[config.mk]
export PLATFORM = sky130hd
export DESIGN_NAME = meas_cmd_scheduler
export DESIGN_NICKNAME = d
export VERILOG_FILES = /design/src/rtl/meas_cmd_scheduler.sv
export SDC_FILE = /design/constraint.sdc
export NUM_CORES = 1
export LEC_CHECK = 0
export ABC_AREA = 1
export CAP_MARGIN = 20
export CORE_AREA = 2 2 111 91
export DETAILED_ROUTE_END_ITERATION = 8
export DIE_AREA = 0 0 113 93
export PLACE_DENSITY = 0.6
export SLEW_MARGIN = 20
export SYNTH_ARGS = -nofsm -noshare
export SYNTH_HDL_FRONTEND = slang
export SYNTH_SLANG_ARGS = --single-unit
[constraint.sdc]
create_clock -name sys_clk -period 2.9 [get_ports sys_clk]
set_input_delay 0.29 -clock sys_clk [delete_from_list [all_inputs] [get_ports sys_clk]]
set_output_delay 0.29 -clock sys_clk [all_outputs]
set_load 0.05 [all_outputs]
[src/rtl/meas_cmd_scheduler.sv]
`default_nettype none
// ============================================================================
//  Module      : meas_cmd_scheduler
//  Description : Automatic-mode controller for the frequency counter. Pops
//                command bytes from the host command FIFO, decodes them into
//                period/interval settings and start/stop/single-shot
//                controls, and drives the measurement gate of the counting
//                datapath.
//  Revision    : 1.0 - initial release
// ----------------------------------------------------------------------------
//  Parameters
//    TICK_CYCLES   sys_clk cycles per time unit (28-bit range)
//    DEF_PERIOD    reset value of cfg_period, in ticks (1..9)
//    DEF_INTERVAL  reset value of cfg_interval, in ticks (1..19)
//  Ports
//    sys_clk       system clock
//    sys_rst       asynchronous active-low reset
//    sched_en      1 = automatic mode; 0 = no pops, scheduler forced idle
//    fifo_empty    command FIFO empty flag
//    fifo_dout     FIFO read data, valid the cycle after fifo_rd_en
//    fifo_rd_en    one-cycle FIFO pop strobe
//    meas_gate     counter enable, high for the whole measurement window
//    meas_done     one-cycle pulse on the first gate-low cycle of a window
//                  that completed normally
//    busy          high whenever the scheduler is not idle
//    cfg_period    current period setting, in ticks
//    cfg_interval  current interval setting, in ticks
//    err_cnt       (SEQ_ERR_CNT_EN only) saturating count of unknown
//                  opcodes and out-of-range arguments
//  Build option
//    SEQ_ERR_CNT_EN  define to add the err_cnt output and its counter
// ============================================================================
module meas_cmd_scheduler #(
   parameter int unsigned TICK_CYCLES  = 50_000_000,
   parameter int unsigned DEF_PERIOD   = 1,
   parameter int unsigned DEF_INTERVAL = 10
) (
   input  logic       sys_clk,
   input  logic       sys_rst,
   input  logic       sched_en,
   input  logic       fifo_empty,
   input  logic [7:0] fifo_dout,
   output logic       fifo_rd_en,
   output logic       meas_gate,
   output logic       meas_done,
   output logic       busy,
   output logic [3:0] cfg_period,
   output logic [4:0] cfg_interval
`ifdef SEQ_ERR_CNT_EN
   ,
   output logic [7:0] err_cnt
`endif
);

   localparam logic [7:0]  c_op_set_interval = 8'h01;
   localparam logic [7:0]  c_op_set_period   = 8'h02;
   localparam logic [7:0]  c_op_start        = 8'h03;
   localparam logic [7:0]  c_op_stop         = 8'h04;
   localparam logic [7:0]  c_op_single       = 8'h05;
   localparam logic [27:0] c_tick_last       = 28'(TICK_CYCLES - 1);
   localparam logic [3:0]  c_def_period      = 4'(DEF_PERIOD);
   localparam logic [4:0]  c_def_interval    = 5'(DEF_INTERVAL);

   typedef enum logic [2:0] {
      P_IDLE   = 3'd0,
      P_OPW    = 3'd1,
      P_ARGREQ = 3'd2,
      P_ARGW   = 3'd3,
      P_EXEC   = 3'd4
   } p_state_t;

   typedef enum logic [1:0] {
      M_IDLE = 2'd0,
      M_GATE = 2'd1,
      M_GAP  = 2'd2
   } m_state_t;

   // ------------------------------------------------------------------------
   // Command parser
   // ------------------------------------------------------------------------
   p_state_t   p_state_q, p_state_d;
   logic [7:0] op_q, op_d;
   logic [7:0] arg_q, arg_d;
   logic [3:0] cfg_period_q, cfg_period_d;
   logic [4:0] cfg_interval_q, cfg_interval_d;
   logic       rd_req;
   logic       op_known;
   logic       per_arg_ok;
   logic       int_arg_ok;
   logic       cmd_start;
   logic       cmd_stop;
   logic       cmd_single;

   always_comb begin
      op_known   = (fifo_dout >= c_op_set_interval) && (fifo_dout <= c_op_single);
      per_arg_ok = (arg_q >= 8'd1) && (arg_q <= 8'd9);
      int_arg_ok = (arg_q >= 8'd1) && (arg_q <= 8'd19);
   end

   always_comb begin
      p_state_d      = p_state_q;
      op_d           = op_q;
      arg_d          = arg_q;
      cfg_period_d   = cfg_period_q;
      cfg_interval_d = cfg_interval_q;
      rd_req         = 1'b0;
      cmd_start      = 1'b0;
      cmd_stop       = 1'b0;
      cmd_single     = 1'b0;

      case (p_state_q)
         P_IDLE: begin
            if (sched_en && !fifo_empty) begin
               rd_req    = 1'b1;
               p_state_d = P_OPW;
            end
         end
         P_OPW: begin
            op_d = fifo_dout;
            if ((fifo_dout == c_op_set_interval) || (fifo_dout == c_op_set_period)) begin
               p_state_d = P_ARGREQ;
            end else if (op_known) begin
               p_state_d = P_EXEC;
            end else begin
               p_state_d = P_IDLE;
            end
         end
         P_ARGREQ: begin
            // A half-read command parks here while automatic mode is off.
            if (sched_en && !fifo_empty) begin
               rd_req    = 1'b1;
               p_state_d = P_ARGW;
            end
         end
         P_ARGW: begin
            arg_d     = fifo_dout;
            p_state_d = P_EXEC;
         end
         P_EXEC: begin
            p_state_d = P_IDLE;
            case (op_q)
               c_op_set_interval: if (int_arg_ok) cfg_interval_d = arg_q[4:0];
               c_op_set_period:   if (per_arg_ok) cfg_period_d   = arg_q[3:0];
               c_op_start:        cmd_start  = 1'b1;
               c_op_stop:         cmd_stop   = 1'b1;
               c_op_single:       cmd_single = 1'b1;
               default:           ;
            endcase
         end
         default: p_state_d = P_IDLE;
      endcase
   end

   always_ff @(posedge sys_clk or negedge sys_rst) begin
      if (!sys_rst) begin
         p_state_q      <= P_IDLE;
         op_q           <= 8'h00;
         arg_q          <= 8'h00;
         cfg_period_q   <= c_def_period;
         cfg_interval_q <= c_def_interval;
      end else begin
         p_state_q      <= p_state_d;
         op_q           <= op_d;
         arg_q          <= arg_d;
         cfg_period_q   <= cfg_period_d;
         cfg_interval_q <= cfg_interval_d;
      end
   end

   // The strobe is combinational from the parser state; holding it low while
   // reset is asserted keeps the FIFO from losing a byte during reset.
   assign fifo_rd_en   = rd_req & sys_rst;
   assign cfg_period   = cfg_period_q;
   assign cfg_interval = cfg_interval_q;

   // ------------------------------------------------------------------------
   // Measurement scheduler
   // ------------------------------------------------------------------------
   m_state_t    m_state_q, m_state_d;
   logic        cont_q, cont_d;
   logic [27:0] cyc_q, cyc_d;
   logic [4:0]  tick_q, tick_d;
   logic [3:0]  win_period_q, win_period_d;
   logic [4:0]  win_interval_q, win_interval_d;
   logic        done_q, done_d;
   logic        tick_wrap;

   always_comb begin
      m_state_d      = m_state_q;
      cont_d         = cont_q;
      cyc_d          = cyc_q + 28'd1;
      tick_d         = tick_q;
      win_period_d   = win_period_q;
      win_interval_d = win_interval_q;
      done_d         = 1'b0;
      tick_wrap      = (cyc_q == c_tick_last);

      if (tick_wrap) begin
         cyc_d  = 28'd0;
         tick_d = tick_q + 5'd1;
      end

      if (cmd_start)  cont_d = 1'b1;
      if (cmd_single) cont_d = 1'b0;

      case (m_state_q)
         M_IDLE: begin
            cyc_d  = 28'd0;
            tick_d = 5'd0;
            if (cmd_start || cmd_single) begin
               m_state_d      = M_GATE;
               win_period_d   = cfg_period_q;
               win_interval_d = cfg_interval_q;
            end
         end
         M_GATE: begin
            if (tick_wrap && (tick_q == ({1'b0, win_period_q} - 5'd1))) begin
               done_d    = 1'b1;
               cyc_d     = 28'd0;
               tick_d    = 5'd0;
               // Uses the flag after this cycle's command, so a SINGLE that
               // lands on the last gate cycle still ends the run.
               m_state_d = cont_d ? M_GAP : M_IDLE;
            end
         end
         M_GAP: begin
            if (tick_wrap && (tick_q == (win_interval_q - 5'd1))) begin
               m_state_d      = M_GATE;
               cyc_d          = 28'd0;
               tick_d         = 5'd0;
               win_period_d   = cfg_period_q;
               win_interval_d = cfg_interval_q;
            end
         end
         default: m_state_d = M_IDLE;
      endcase

      // Abort path: no completion pulse, run flag cleared.
      if (cmd_stop || !sched_en) begin
         m_state_d = M_IDLE;
         cont_d    = 1'b0;
         done_d    = 1'b0;
         cyc_d     = 28'd0;
         tick_d    = 5'd0;
      end
   end

   always_ff @(posedge sys_clk or negedge sys_rst) begin
      if (!sys_rst) begin
         m_state_q      <= M_IDLE;
         cont_q         <= 1'b0;
         cyc_q          <= 28'd0;
         tick_q         <= 5'd0;
         win_period_q   <= c_def_period;
         win_interval_q <= c_def_interval;
         done_q         <= 1'b0;
      end else begin
         m_state_q      <= m_state_d;
         cont_q         <= cont_d;
         cyc_q          <= cyc_d;
         tick_q         <= tick_d;
         win_period_q   <= win_period_d;
         win_interval_q <= win_interval_d;
         done_q         <= done_d;
      end
   end

   assign meas_gate = (m_state_q == M_GATE);
   assign busy      = (m_state_q != M_IDLE);
   assign meas_done = done_q;

`ifdef SEQ_ERR_CNT_EN
   // ------------------------------------------------------------------------
   // Invalid-command counter
   // ------------------------------------------------------------------------
   logic [7:0] err_cnt_q, err_cnt_d;
   logic       bad_op;
   logic       bad_arg;

   always_comb begin
      bad_op    = (p_state_q == P_OPW) && !op_known;
      bad_arg   = (p_state_q == P_EXEC) &&
                  (((op_q == c_op_set_interval) && !int_arg_ok) ||
                   ((op_q == c_op_set_period)   && !per_arg_ok));
      err_cnt_d = err_cnt_q;
      if ((bad_op || bad_arg) && (err_cnt_q != 8'hFF)) begin
         err_cnt_d = err_cnt_q + 8'd1;
      end
   end

   always_ff @(posedge sys_clk or negedge sys_rst) begin
      if (!sys_rst) begin
         err_cnt_q <= 8'h00;
      end else begin
         err_cnt_q <= err_cnt_d;
      end
   end

   assign err_cnt = err_cnt_q;
`endif

endmodule
`default_nettype wire

After elaboration in Yosys (flattened, before gate mapping). Index checks and enable logic that the tools add are counted.

Register bits: 74. Latch bits: 0. Bits in writable memories: 0. Bits in read-only memories: 0. Input bits: 12. Word-level logic and storage cells: 107. Memories kept: 0.

Add/subtract/negate cells: 4. Multipliers: 0. Divide/modulo/power cells: 0. $lt $le $gt $ge: 5. Eq/ne operators: 23. Shifts and indexed selects: 0. Mux-type cells: 41. Bitwise gates (word level): 1. Reductions and logical operators: 21.

Operators with widths (number): 2-to-1 mux 28 bit (4); one-hot mux 28 bit (3 select lines) (1); 2-to-1 mux 5 bit (6); adder 28 x 1 -> 28 bit (second input constant) (1); equality test 28 x 26 -> 1 bit (second input constant) (1); equality test 8 x 2 -> 1 bit (second input constant) (3); equality test 8 x 1 -> 1 bit (second input constant) (2); equality test 8 x 3 -> 1 bit (second input constant) (2); greater-or-equal comparator 8 x 1 -> 1 bit (second input constant) (2); one-hot mux 5 bit (3 select lines) (1); 2-to-1 mux 1 bit (14); 2-to-1 mux 3 bit (4); one-hot mux 3 bit (4 select lines) (1); AND reduction 3 bit (4); equality test 5 bit (2); 2-to-1 mux 2 bit (5); one-hot mux 5 bit (2 select lines) (1); <= comparator 8 x 3 -> 1 bit (second input constant) (1); <= comparator 8 x 4 -> 1 bit (second input constant) (1); <= comparator 8 x 5 -> 1 bit (second input constant) (1); 2-to-1 mux 4 bit (2); != test 2 bit (second input constant) (4); one-hot mux 4 bit (2 select lines) (1); equality test 3 x 2 -> 1 bit (second input constant) (2); other kinds (19) (29).

Logic depth before layout (Yosys ltp).
Word-level depth: 9. Depth in mapped cells: 15.

Worst setup path before layout. No wires, ideal clock.

Path type: register to output. From: register p_state_q[2]. To: output port fifo_rd_en. Arrival time: 1684 ps. Required time: 2610 ps. Setup slack: 926 ps. Cell stages (with the launch flop): 4. Path through: dfrtp_1 inv_1 nand2_1 nor3b_1.

Cells in the longest elaborated chain, start to end: 4. Elaborated cells between the ends (all ways): 5.

Ends and longest elaborated chain: start: declaration (line 81) `p_state_t p_state_q, p_state_d;`; start signal: assignment (line 162) `p_state_q <= p_state_d;`; equality test 3 x 2 -> 1 bit or logical NOT 3 bit (tied branches) (line 111) `case (p_state_q)`; OR reduction 2 bit (no source line) *; 2-to-1 mux 1 bit *; bitwise AND 1 bit * (line 172) `assign fifo_rd_en = rd_req & sys_rst;`; end: declaration (line 43) `output logic fifo_rd_en,`.

Every way passes the cells marked *; elsewhere a longest branch is shown, timed or not.

Final worst setup path.
From: register m_state_q[0]. To: output port meas_gate.

Cells in the longest elaborated chain, start to end: 1.

Ends and longest elaborated chain: start: declaration (line 179) `m_state_t m_state_q, m_state_d;`; start signal: assignment (line 258) `m_state_q <= m_state_d;`; equality test 2 x 1 -> 1 bit (line 268) `assign meas_gate = (m_state_q == M_GATE);`; end: declaration (line 44) `output logic meas_gate,`.

No other way between the ends.

==> summary.md <==
| Metric | Value |
|---|---|
| Seq/Total Area, Yosys | 44.8% |
| Initial antenna violation count | 0 |
| Io pins | 25 |
| Final period util | 77.2% |
| Via/cell ratio | 5.02 |
| Max transition margin | 37.9% |
| Max cap viols | 0 |
| Die H | 93 µm |
| Slew @ Worst Pin | 931 ps |
| Initial Util | 43.9% |
| H-tree depth | 3 |
| TritonCTS clock tree | done |
| Gr usage total | 18.5% |
| Routability Congestion | 0.897 |
| Setup TNS Final | 0 ps |
| Leak Pwr | 2.18 nW |
| CTS root buf | clkbuf_16 |
| Fmax | 0.447 GHz |
| Unrepaired setup endpoints after global routing | no |
| Critical Path, Cell by Cell | inv_1, nor2_1, clkdlybuf4s50_1 |
| Core Area | 0.00945 mm² |
| CP Class | reg -> out |
| Horiz. Die Dim | 113 µm |
| Vias in the first global route | 3289 |
| Power Density | 466 mW/mm² |
| Synthesis-to-finish area growth | 15.0% |
| Distinct cells, synth | 39 |
| Layout cells sized above 1 | 8.77% |
| I/O Buffers | 24 |
| Crit path time final | 2240 ps |
| DIE AREA | 0.0105 mm² |
| Ys Warns | 0 |
| Clock Latency Late Sink | 330 ps |
| Post CTS Setup Buffer Count | 0 |
| Mean Syn Cell Area | 7.41 µm² |
| Hold Crit Class | in -> async |
| First-pass GRT wire length | 15500 µm |
| Slowest stage delay, CP | 880 ps |
| Vias | 3572 |
| Final setup vio count | 0 |
| Max Root-Sink Buffers | 2 |
| DRC | 0 |
| Routed wire length | 9110 µm |
| Synth Cell Area | 0.00415 mm² |
| Iteration-0 DRC Markers | 233 |
| Post-DP HPWL | 6820 µm |
| Final Skew | 10.3 ps |
| Clock transition at path regs | 60 ps |
| Max-slew violations | 0 |
| Setup crit end kind | output pin |
| Post-route ant nets | 0 |
| Delay-heaviest family, CP | buffers and inverters |
| Rows | 32 |
| Maximum vdd ir drop | 0.000267 V |
| Status | finished, final reports clean |
| Post-CTS sizing | 0 |
| Synth Instances | 560 |
| Worst path bufs/invs | 2 |
| WP data arrival | 1950 ps |
| CP Max Fanout | 5 |
| Diodes inserted | 0 |
| Hold Buf Count CTS | 0 |
| Initial DRT Pass Iterations | 4 |
| Setup crit start kind | flip-flop |
| Clock sink count | 74 |
| Total grt overflow | 0 |
| Per-cell routed wire length | 12.8 µm |
| Final net count | 604 |
| Power Total | 2.22 mW |
| Endpoint required time on the critical path | 2610 ps |
| Post-Syn Nets | 576 |
| Number of synthesized register bits | 74 |
| Pin count of the biggest net entering global routing | 75 |
| Fin. Hold Viols | 0 |
| Total CTS buffers | 9 |
| Crit-path slowest cell | clkdlybuf4s50_1 |
==> Yosys cell counts (all sizes together) <==
library cell  count  share of area [%]
xor2             10                2.1
o21ai            32                4.1
a21oi            12                1.7
nor4              3               0.45
nand4            14                2.3
a31oi             1               0.15
buf               7                1.3
nor3             19                2.7
inv              76                6.9
nand3            39                5.2
o2111ai           1               0.21
nand3b            1               0.18
or3               1               0.15
dfrtp            68                 41
dfstp             6                3.8
or2               1               0.15
clkbuf            2               0.18
ha                4                1.2
o22ai             2               0.30
nor3b             3               0.54
a22oi             1               0.18
xnor2             6                1.3
nand2           156                 15
clkinv            1               0.12
nor2b             1               0.15
nor2             93                9.1
==> final timing paths <==
path                         startpoint         endpoint  slack, ps  cells after the start
setup / recovery           m_state_q[0]        meas_gate        660                      3
max in group asynchronous       sys_rst  cfg_interval[0]       2100                      2
min in group sys_clk           cyc_q[0]         cyc_q[0]        450                      1
setup reg to reg               cyc_q[0]        cyc_q[22]        800                     11
hold reg to reg                cyc_q[0]         cyc_q[0]        450                      1
hold / removal                  sys_rst         cyc_q[1]        200                      2
==> layout make-up <==
cell class	count	area (µm²)
clock buffers	10	229
well taps	119	149
inverters	77	290
clock inverters	6	50.0
fillers	966	4680
multi-input cells	400	1940
repair buffers	26	253
flip-flops and latches	74	1860
==> registers in the layout, indices dropped and copies added (netlist names) <==
signal,flops
cyc_q,28
cfg_period,4
arg_q,8
win_period_q,4
cont_q,1
p_state_q,3
m_state_q,2
meas_done,1
tick_q,5
cfg_interval,5
op_q,8
win_interval_q,5
==> power by group <==
group | switching [mW] | internal [mW]
Clock | 0.442 | 0.588
Combinational | 0.0689 | 0.0374
Sequential | 0.0236 | 1.06
==> placed cells by master (no fill, tap or decap), types with 3 or more instances in the layout <==
cell and count:
nand2_1 151, clkdlybuf4s50_1 23, nor3_2 3, buf_4 3
xnor2_1 6, nor3b_1 3, nor4_1 3, a21oi_1 11
nor2_1 85, nand3_1 36, inv_1 74, nand4_1 13
nor3_1 16, o21ai_2 3, dfstp_2 6, dfrtp_1 68
nand2_2 4, xor2_1 10, o21ai_0 29, clkbuf_16 9
nor2_2 6, ha_1 4
==> stage by stage <==
step	hold WS, ps	std cells	util (%)	instance area (µm²)	setup slack (ps)
after floorplan	-5.59	560	-	4150	926
after global placement	446	696	47.5	4490	698
after detailed placement	449	696	47.5	4490	695
after CTS	244	712	50.5	4770	665
after global routing	281	712	50.5	4770	563
final	196	712	50.5	4770	662
==> logic make-up after synthesis <==
kind of cell,count (synthesis),synth area share [%]
buf+inv,86,8.44
simple gates,331,35.5
flops,74,44.8
xor+xnor,16,3.38
fa+ha+maj,4,1.21
compound gates,49,6.70
==> metal layers <==
| layer | part of all wire [%] | up-vias | track usage (%) | wire length (µm) |
|---|---|---|---|---|
| met5 | 0 | - | 0 | 0 |
| met4 | 0.97 | 0 | 4.67 | 88 |
| met3 | 4.8 | 10 | 3.76 | 439 |
| met2 | 42 | 78 | 27.0 | 3840 |
| met1 | 52 | 1658 | 28.0 | 4740 |
| li1 | - | 1826 | - | - |
==> worst reg2reg max path: stages (launching register included) <==
cell and delay (ps):
dfrtp_1 360, ha_1 220, nand4_2 170, nor2_4 210, inv_1 60, nor2_1 210
inv_1 80, nand2_1 70, buf_4 250, inv_1 180, o21ai_0 110, nor2_1 60
(Power assumes the default switching activity.)
